[src/rtl/audio_serdes.sv]
// audio_serdes: WM8731 serial port with MCLK/BCLK/LRCLK generation, TX/RX frame FIFOs and sticky error flags
module audio_serdes #(
  parameter int SAMPLE_W   = 16,
  parameter int SLOT_W     = 32,
  parameter int BCLK_DIV   = 4,
  parameter int MCLK_DIV   = 2,
  parameter int FIFO_DEPTH = 4
) (
  input  logic                  clk,
  input  logic                  reset,
  input  logic                  enable,
  input  logic                  fmt,
  input  logic                  mute,
  output logic                  m_clk,
  output logic                  b_clk,
  output logic                  lr_clk,
  output logic                  dacdat,
  input  logic                  adcdat,
  input  logic [2*SAMPLE_W-1:0] tx_data,
  input  logic                  tx_wr,
  output logic                  tx_full,
  output logic [2*SAMPLE_W-1:0] rx_data,
  input  logic                  rx_rd,
  output logic                  rx_empty,
  output logic                  tx_underrun,
  output logic                  rx_overrun,
  input  logic                  clr_err,
  output logic                  frame_tick
);
  localparam int FW = 2*SAMPLE_W;
  localparam int AW = $clog2(FIFO_DEPTH);
  localparam int NW = $clog2(2*SLOT_W);
  localparam int MW = $clog2(MCLK_DIV+1);
  localparam int BW = $clog2(BCLK_DIV+1);
  localparam logic [MW-1:0] M_LAST = MW'(MCLK_DIV-1);
  localparam logic [BW-1:0] B_LAST = BW'(BCLK_DIV-1);
  localparam logic [NW-1:0] N_LAST = NW'(2*SLOT_W-1);
  localparam logic [NW-1:0] N_SLOT = NW'(SLOT_W);
  localparam logic [NW-1:0] N_SW   = NW'(SAMPLE_W);

  logic [MW-1:0] r_mcnt;
  logic          r_mclk;
  logic [BW-1:0] r_bcnt;
  logic          r_bclk;
  logic [NW-1:0] r_n;
  logic          r_run, r_lr, r_dac, r_tick, r_fmt, r_under, r_over;
  logic [FW-1:0] r_tx_sh, r_rx_sh;
  logic [FW-1:0] r_tx_mem [FIFO_DEPTH];
  logic [FW-1:0] r_rx_mem [FIFO_DEPTH];
  logic [AW:0]   r_tx_wp, r_tx_rp, r_rx_wp, r_rx_rp;

  logic          w_btog, w_fall, w_rise, w_bound;
  logic [NW-1:0] w_n_nxt, w_d, w_tx_k, w_rx_k;
  logic          w_tx_win, w_rx_win;
  logic          w_tx_empty, w_tx_full, w_rx_empty, w_rx_full;
  logic          w_tx_pop, w_tx_push, w_rx_rd, w_rx_req, w_rx_push;
  logic [FW-1:0] w_tx_frame, w_tx_src;

  assign w_btog  = enable && r_bcnt == B_LAST;
  assign w_fall  = w_btog && r_bclk;
  assign w_rise  = w_btog && !r_bclk;
  // the first falling edge after enable always opens a fresh frame
  assign w_bound = w_fall && (!r_run || r_n == N_LAST);
  assign w_n_nxt = (!r_run || r_n == N_LAST) ? '0 : r_n + 1'b1;
  assign w_d     = {{(NW-1){1'b0}}, ~r_fmt};
  assign w_tx_k  = (w_n_nxt >= N_SLOT) ? w_n_nxt - N_SLOT : w_n_nxt;
  assign w_rx_k  = (r_n >= N_SLOT) ? r_n - N_SLOT : r_n;
  assign w_tx_win = (w_tx_k >= w_d) && (w_tx_k < N_SW + w_d);
  assign w_rx_win = (w_rx_k >= w_d) && (w_rx_k < N_SW + w_d);

  assign w_tx_empty = r_tx_wp == r_tx_rp;
  assign w_tx_full  = r_tx_wp == {~r_tx_rp[AW], r_tx_rp[AW-1:0]};
  assign w_rx_empty = r_rx_wp == r_rx_rp;
  assign w_rx_full  = r_rx_wp == {~r_rx_rp[AW], r_rx_rp[AW-1:0]};
  assign w_tx_pop   = w_bound && !w_tx_empty;
  assign w_tx_push  = tx_wr && (!w_tx_full || w_tx_pop);
  assign w_rx_rd    = rx_rd && !w_rx_empty;
  assign w_rx_req   = w_bound && r_run;
  assign w_rx_push  = w_rx_req && (!w_rx_full || w_rx_rd);
  assign w_tx_frame = w_tx_empty ? '0 : r_tx_mem[r_tx_rp[AW-1:0]];
  assign w_tx_src   = w_bound ? w_tx_frame : r_tx_sh;

  // free-running codec master clock
  always_ff @(posedge clk or posedge reset) begin
    if (reset) begin
      r_mcnt <= '0;
      r_mclk <= 1'b0;
    end else if (r_mcnt == M_LAST) begin
      r_mcnt <= '0;
      r_mclk <= ~r_mclk;
    end else r_mcnt <= r_mcnt + 1'b1;
  end

  // bit clock runs only while enabled and parks low otherwise
  always_ff @(posedge clk or posedge reset) begin
    if (reset) begin
      r_bcnt <= '0;
      r_bclk <= 1'b0;
    end else if (!enable) begin
      r_bcnt <= '0;
      r_bclk <= 1'b0;
    end else if (w_btog) begin
      r_bcnt <= '0;
      r_bclk <= ~r_bclk;
    end else r_bcnt <= r_bcnt + 1'b1;
  end

  // format is only allowed to change while the port is stopped
  always_ff @(posedge clk or posedge reset) begin
    if (reset) r_fmt <= 1'b0;
    else if (!enable) r_fmt <= fmt;
  end

  // bit counter, frame clock, DAC shifter on falling edges and ADC shifter on rising edges
  always_ff @(posedge clk or posedge reset) begin
    if (reset) begin
      {r_n, r_run, r_lr, r_dac, r_tick} <= '0;
      r_tx_sh <= '0;
      r_rx_sh <= '0;
    end else begin
      r_tick <= w_bound;
      if (!enable) begin
        {r_n, r_run, r_lr, r_dac} <= '0;
        r_tx_sh <= '0;
        r_rx_sh <= '0;
      end else begin
        if (w_fall) begin
          r_n     <= w_n_nxt;
          r_run   <= 1'b1;
          r_lr    <= (w_n_nxt >= N_SLOT) ^ r_fmt;
          r_dac   <= w_tx_win && w_tx_src[FW-1] && !mute;
          r_tx_sh <= w_tx_win ? w_tx_src << 1 : w_tx_src;
        end
        if (w_rise && r_run && w_rx_win) r_rx_sh <= {r_rx_sh[FW-2:0], adcdat};
      end
    end
  end

  // FIFO storage needs no reset; pointers define validity
  always_ff @(posedge clk) begin
    if (w_tx_push) r_tx_mem[r_tx_wp[AW-1:0]] <= tx_data;
    if (w_rx_push) r_rx_mem[r_rx_wp[AW-1:0]] <= r_rx_sh;
  end

  // FIFO pointers with one extra wrap bit to tell full from empty
  always_ff @(posedge clk or posedge reset) begin
    if (reset) begin
      {r_tx_wp, r_tx_rp, r_rx_wp, r_rx_rp} <= '0;
    end else begin
      if (w_tx_push) r_tx_wp <= r_tx_wp + 1'b1;
      if (w_tx_pop) r_tx_rp <= r_tx_rp + 1'b1;
      if (w_rx_push) r_rx_wp <= r_rx_wp + 1'b1;
      if (w_rx_rd) r_rx_rp <= r_rx_rp + 1'b1;
    end
  end

  // sticky error flags; a new error beats a simultaneous clear
  always_ff @(posedge clk or posedge reset) begin
    if (reset) begin
      r_under <= 1'b0;
      r_over  <= 1'b0;
    end else begin
      r_under <= (r_under && !clr_err) || (w_bound && w_tx_empty);
      r_over  <= (r_over && !clr_err) || (w_rx_req && !w_rx_push);
    end
  end

  assign m_clk       = r_mclk;
  assign b_clk       = r_bclk;
  assign lr_clk      = r_lr;
  assign dacdat      = r_dac;
  assign frame_tick  = r_tick;
  assign tx_full     = w_tx_full;
  assign rx_empty    = w_rx_empty;
  assign rx_data     = w_rx_empty ? '0 : r_rx_mem[r_rx_rp[AW-1:0]];
  assign tx_underrun = r_under;
  assign rx_overrun  = r_over;
endmodule

[config.mk]
export PLATFORM = sky130hd
export DESIGN_NAME = audio_serdes
export DESIGN_NICKNAME = d
export VERILOG_FILES = /design/src/rtl/audio_serdes.sv
export SDC_FILE = /design/constraint.sdc
export NUM_CORES = 1
export LEC_CHECK = 0
export BUFFER_PORTS_ARGS = -buffer_cell sky130_fd_sc_hd__buf_2
export CAP_MARGIN = 25
export CORE_AREA = 2 2 168 170
export CTS_BUF_LIST = sky130_fd_sc_hd__clkbuf_8 sky130_fd_sc_hd__clkbuf_16
export DETAILED_ROUTE_END_ITERATION = 7
export DIE_AREA = 0 0 170 172
export GPL_TIMING_DRIVEN = 0
export HOLD_SLACK_MARGIN = 0.1
export PLACE_DENSITY = 0.82
export SETUP_SLACK_MARGIN = 0.2
export SKIP_CTS_REPAIR_TIMING = 1
export SLEW_MARGIN = 25
export SYNTH_ARGS = -nofsm -noshare
export SYNTH_HDL_FRONTEND = slang
export SYNTH_SLANG_ARGS = --single-unit
[constraint.sdc]
create_clock -name clk -period 4 [get_ports clk]
set_clock_uncertainty 0.15 [all_clocks]
set_input_delay 0.2 -clock clk [delete_from_list [all_inputs] [get_ports clk]]
set_output_delay 0.2 -clock clk [all_outputs]
set_load 0.005 [all_outputs]
==> reports/results.tsv, run 1 <==
metric	value	unit
max-slew-margin-rel	33.3	%
vias	8531	
grt_max_degree	68	
wirelength	29600	um
nNetsFinal	1135	
maxCapViolations	0	
htree_num_levels	2	
synthDominantCellAreaShare	51.7	%
cts_sinks	352	
ios	82	
postLayoutCellArea	17500	sq um
r2r_slack	0.55	ns
synth_cells	912	
n_fill_cell	1890	
worst_ir_drop_vdd	0.467	mV
ys_async_sr_fraction	27.3	%
synth_warnings	0	
dr.pass1.iters	5	
worstSetupEndpointType	flip-flop	
cts_made_buffers	35	
postPlaceCellArea	15900	sq um
die_height	172	um
vias_per_cell	5.88	
syn_avg_cell_area	16.3	sq um
antenna_cells	0	
synth_area_leaders	edfxtp_1 52%, dfrtp_1 16%, mux4_2 9.7%	
std_cell_rows	61	
drtAntennaViolNets	0	
hpwl	18200	um
cp_max_fo	10	
seq_area_frac_synth	67.9	%
finalPower	8840	uW
crit_path_cell_trace	ha_1 -> nand4_1 -> o21a_4 -> buf_2 -> clkbuf_1 -> nand2_1 -> ha_1 -> a311oi_4 -> o21ai_4 -> buf_12 -> a22o_4	
hold_violations	0	
status	finished, final reports clean	
syn_to_final_growth	17.6	%
place.gp.congestion	0.856	
cellPowerDensity	505	nW/um^2
root_buffer	clkbuf_16	
grtUsageTotal	20.2	%
leakagePower	0.00704	uW
synth_ff_type	edfxtp_1	
clk_latency	0.51	ns
die_x	170	um
synth_area	14900	sq um
crit_slowest_cell	dfrtp_1	
synth_seq_cells	352	
grt_antenna_before_repair	0	
min_path_type	primary input to flip-flop	
synth_most_common_cell	edfxtp_1	
fin_ws	0.551	ns
die_area	29200	sq um
worst_pin_slew	0.998	ns
startpoint_type	flip-flop	
rsz0062_at_grt	false	
crit_type	flip-flop to flip-flop	
clk_pin_slew	0.06	ns
crit_required	4.24	ns
min_period	3.45	ns
path_common_cell	ha_1	
cts_buffer_depth	3	
synth.distinct_cells	54	
pre_cts_ws	0.583	ns
grt_pass1_wl	45800	um
fmax	290	MHz
drv_slew	0	
yosysTopAreaCell	edfxtp_1	
setup_viol	0	
core	27500	sq um
seq_area	10100	sq um
slowest_delay	0.45	ns
wl_per_cell	20.4	um
worstPathArrival	3.69	ns
drtIter0Drc	805	
drive_gt1_share	22.4	%
cts_tree	yes	
start_util	54.1	%
numPortBuffers	80	
multi_input_area	4360	sq um
synth_edf_count	256	
ys_top_cells_by_count	256 x edfxtp_1, 96 x dfrtp_1, 64 x mux4_2	
fin_crit_sh	86.2	%
overflow	0	
syn-num-nets	968	
drc	0	
grt_pass1_vias	8488	
-- cell usage in the layout (no fill, tap or decap), types with 2 or more instances in the layout --
cell | synthesis | layout
mux2i_1 | 56 | 56
and2_1 | 7 | 3
a21oi_1 | 60 | 60
and2_2 | 0 | 4
o2111ai_1 | 31 | 31
mux4_2 | 64 | 64
inv_1 | 16 | 24
o31ai_1 | 31 | 31
ha_1 | 15 | 15
nor3_1 | 4 | 4
nand2_1 | 54 | 54
and3_2 | 0 | 4
nor3b_1 | 2 | 2
buf_16 | 0 | 2
clkinvlp_4 | 0 | 2
o21ai_0 | 11 | 11
and3_1 | 8 | 4
clkbuf_1 | 43 | 43
o211ai_1 | 2 | 2
buf_4 | 3 | 3
buf_12 | 3 | 10
mux2_2 | 3 | 3
dlygate4sd1_1 | 2 | 2
clkbuf_16 | 0 | 37
bufinv_16 | 0 | 4
o21a_1 | 2 | 2
nor2b_1 | 58 | 58
xor2_1 | 8 | 8
dfrtp_1 | 96 | 96
nand2b_1 | 3 | 3
nand3_1 | 21 | 21
buf_2 | 11 | 91
clkinv_1 | 0 | 2
dlygate4sd3_1 | 0 | 41
clkbuf_8 | 3 | 5
nor2_1 | 5 | 5
xnor2_1 | 10 | 10
clkinv_2 | 0 | 6
edfxtp_1 | 256 | 256
-- metrics by stage --
stage,hold WS (ns),instances,setup TNS (ns),util (%)
CTS,-0.485,1410,0,62.2
global placement,0.243,1338,-11.67,57.1
global route,0.294,1451,0,63.7
finish,0.266,1451,0,63.7
floorplan,0.146,912,0,-
detailed placement,0.0556,1347,0,57.9
-- critical path: cells and delay by family (launching register included) --
kind | cells | cell delay (ns)
AO/OA/AOI/OAI | 4 | 0.91
flip-flops | 1 | 0.45
AND/OR/NAND/NOR | 2 | 0.36
buffers and inverters | 3 | 0.84
adder cells (fa/ha/maj) | 2 | 0.61
-- worst paths after layout --
kind / start / end / cells past startpoint
setup / recovery: r_n[0] / dacdat / 11
hold / removal: clr_err / tx_underrun / 3
setup reg to reg: r_n[0] / dacdat / 11
hold reg to reg: r_bcnt[0] / r_bcnt[0] / 1
max in group asynchronous: reset / r_tx_sh[27] / 5
min in group asynchronous: reset / m_clk / 4
-- state kept, by name (all words and copies together) (netlist names), 2 cells and up --
signal    cells
r_n           6
r_rx_rp       3
r_tx_mem    128
r_mcnt        2
r_bcnt        3
r_tx_sh      32
r_tx_rp       3
r_rx_mem    128
r_tx_wp       3
r_rx_wp       3
r_rx_sh      32
-- cell type report --
class,count,share of cell area [%]
plain buffers,66,2.11
clock buffers,39,5.45
clock inverters,24,1.23
inverters,16,0.372
multi-input cells,478,24.9
flip-flops and latches,352,57.7
well taps,346,2.48
repair buffers,130,5.75
-- cell families (layout without fill, tap and decap cells) --
logic type,after synthesis,count (layout),share of synthesized area (%)
DFF,352,352,67.9
and+or+nand+nor,174,174,6.36
AOI/OAI and AO/OA,148,148,6.87
muxes,123,123,13.7
buffers and inverters,82,275,2.89
xor gates and xnor gates,18,18,1.06
adders and majority gates,15,15,1.26
-- power by group --
group | internal [uW] | switching [uW]
sequential | 4230 | 91.6
combinational | 500 | 727
clock | 1970 | 1330
-- layer usage --
layer / wire (um) / GRT usage, % / up-vias
li1: - / - / 3872
met1: 12100 / 26.6 / 4306
met2: 15300 / 35.5 / 304
met3: 1520 / 3.18 / 49
met4: 653 / 5.65 / 0
met5: 0 / 0 / -
Power figures use the tool's default switching activity.
==> run 2, diff against run 1 <==
- ABC_AREA: not set -> 1
- CORE_AREA: 2 2 168 170 -> 2 2 169 171
- DIE_AREA: 0 0 170 172 -> 0 0 171 173
==> run 2 against run 1 <==
  * Utilization increased by 0.45 points
  * Sequential share of layout area decreased by 0.73 points
  * Synthesized area increased by 0.93%
  * First-iteration DRC count increased by 23%
  * Via count increased by 29%
  * Synthesized cell count increased by 58%
  * Hold slack got worse by 0.16 ns
  * Clock power decreased by 2%
  * Critical path depth decreased by 2
  * Clock-buffer cell count unchanged
  * Register-to-register slack improved by 0.47 ns
  * Worst setup slack improved by 0.43 ns
  * Highest routed layer unchanged
==> reports/results.tsv, run 2 <==
metric	value	unit
status	finished, final reports clean	
p_comb_share	25.3	%
nNetsFinal	1666	
worst_pin_slew	0.721	ns
synthXorXnorAreaFrac	0.867	%
drive_gt1_share	12.4	%
synth_edf_count	256	
crit_required	3.65	ns
min_period	3.02	ns
tns	0	ns
grtUsageTotal	22.8	%
clockPowerShare	31.9	%
cts_buffer_depth	3	
rsz0062_at_grt	false	
vias	11029	
grt_pass1_wl	53300	um
die_height	173	um
worst_ir_drop_vdd	0.571	mV
synth_compound_area_share	7.76	%
crit_type	flip-flop to output pin	
clk_pin_slew	0.07	ns
syn_avg_cell_area	10.4	sq um
htree_num_levels	2	
synth.distinct_cells	37	
max-slew-margin-rel	51.8	%
yosysTopAreaCell	edfxtp_1	
wirelength	36100	um
wl_per_cell	17.9	um
synth_simple_gate_area_share	17.7	%
seq_area_frac_synth	67.2	%
hpwl	21800	um
grt_antenna_before_repair	0	
fin_crit_sh	75.5	%
place.gp.congestion	0.839	
cp_max_fo	10	
overflow	0	
die_x	171	um
p_int	6930	uW
postLayoutCellArea	17700	sq um
layout_common_cells	434 x nand2_1, 256 x edfxtp_1, 114 x inv_1	
setup_viol	0	
maxCapViolations	0	
core	27600	sq um
ios	82	
syn-num-nets	1499	
start_util	54.3	%
die_area	29600	sq um
synth_area_leaders	edfxtp_1 51%, dfrtp_1 16%, nand2_1 11%	
synth_area	15000	sq um
synth_warnings	0	
grt_pass1_vias	10590	
leakagePower	0.00774	uW
synth_cells	1443	
min_path_type	primary input to flip-flop	
synthAdderAreaFrac	1.25	%
cts_made_buffers	36	
drc	0	
numPortBuffers	80	
worstPathArrival	2.67	ns
synthDominantCellAreaShare	51.2	%
cellPowerDensity	573	nW/um^2
drtIter0Drc	991	
synth_most_common_cell	nand2_1	
mostFrequentLayoutCell	nand2_1	
drtAntennaViolNets	0	
drv_slew	0	
clk_latency	0.53	ns
postPlaceCellArea	16200	sq um
p_sw_share	31.7	%
synth_seq_cells	352	
finalPower	10100	uW
antenna_cells	0	
worstSetupEndpointType	output pin	
std_cell_rows	61	
fin_hold_ws	0.105	ns
p_seq_share	42.8	%
fmax	331	MHz
synthMuxAreaShare	0	%
synth_top_family_by_area	simple AND/OR/NAND/NOR gates	
cts_sinks	352	
dr.pass1.iters	6	
startpoint_type	flip-flop	
cts_tree	yes	
ys_top_cells_by_count	434 x nand2_1, 256 x edfxtp_1, 120 x nor2_1	
grt_max_degree	74	
ys_async_sr_fraction	27.3	%
vias_per_cell	5.47	
syn_to_final_growth	18.0	%
synth_ff_type	edfxtp_1	
p_switching	3210	uW
root_buffer	clkbuf_16	
hold_violations	0	
run 2: cell count changes after synthesis, moves of 7 or more:
cell / delta
o22ai_1: +38
and3_1: -8
mux4_2: -64
o2111ai_1: -31
inv_1: +89
mux2i_1: -56
o31ai_1: -31
o21ai_0: +92
and2_1: -7
nor2_1: +115
nor2b_1: -58
nand2_1: +380
buf_2: +15
nand3_1: +63
run 2: final timing paths:
| path | from | end | slack, ns | cells after the start |
|---|---|---|---|---|
| setup / recovery | r_rx_rp[0] | rx_data[22] | 0.98 | 9 |
| hold / removal | tx_wr | r_tx_wp[0] | 0.11 | 3 |
| setup reg to reg | r_n[0] | r_rx_mem[0][31] | 1.02 | 12 |
| hold reg to reg | r_mcnt[0] | r_mcnt[0] | 0.29 | 1 |
| max in group asynchronous | reset | rx_overrun | 2.41 | 5 |
| min in group asynchronous | reset | m_clk | 0.62 | 4 |
run 2: stage by stage:
step | cells | utilization [%] | worst slack [ns]
2_1_floorplan | 1443 | - | 0.694
3_3_place_gp | 1901 | 57.5 | -0.594
3_5_place_dp | 1910 | 58.5 | 1.02
4_1_cts | 1975 | 62.7 | 1.00
5_1_grt | 2015 | 64.1 | 0.774
6_report | 2015 | 64.1 | 0.978
run 2: final cells by class:
type	instances	area, sq um
inverter	110	423
tap	378	473
timing repair buffer	129	1040
fill	2001	9920
clock buffer	39	942
clock inverter	26	194
buffer	77	352
sequential	352	10100
multi-input combinational	904	4200
run 2: kinds of logic after synthesis:
logic type | after synthesis
XOR/XNOR | 14
adder cells (fa/ha/maj) | 15
flip-flops | 352
AO/OA/AOI/OAI | 216
AND/OR/NAND/NOR | 659
buffers and inverters | 187
run 2: power by group through the flow:
| stage | clock network (uW) | registers [uW] | logic, uW |
|---|---|---|---|
| after floorplan | 0 | 4380 | 1530 |
| after global placement | 0 | 4410 | 2290 |
| after detailed placement | 0 | 4400 | 2470 |
| after CTS | 3240 | 4330 | 2490 |
| after global routing | 3400 | 4360 | 2860 |
| final | 3230 | 4340 | 2570 |
run 2: worst max-delay path, cell delays in order, from the launching register on:
cell and delay, ns:
dfrtp_1 0.44, buf_2 0.22, inv_1 0.11, buf_2 0.26
clkbuf_1 0.47, nor2_1 0.10, o22ai_1 0.32, nand2_1 0.09
inv_1 0.06, buf_2 0.10
run 2: layer usage:
metal	up-vias	GRT usage (%)	wire, um
li1	5176	-	-
met1	5250	28.4	13700
met2	522	39.9	18700
met3	81	3.98	2710
met4	0	7.94	858
met5	-	0	0
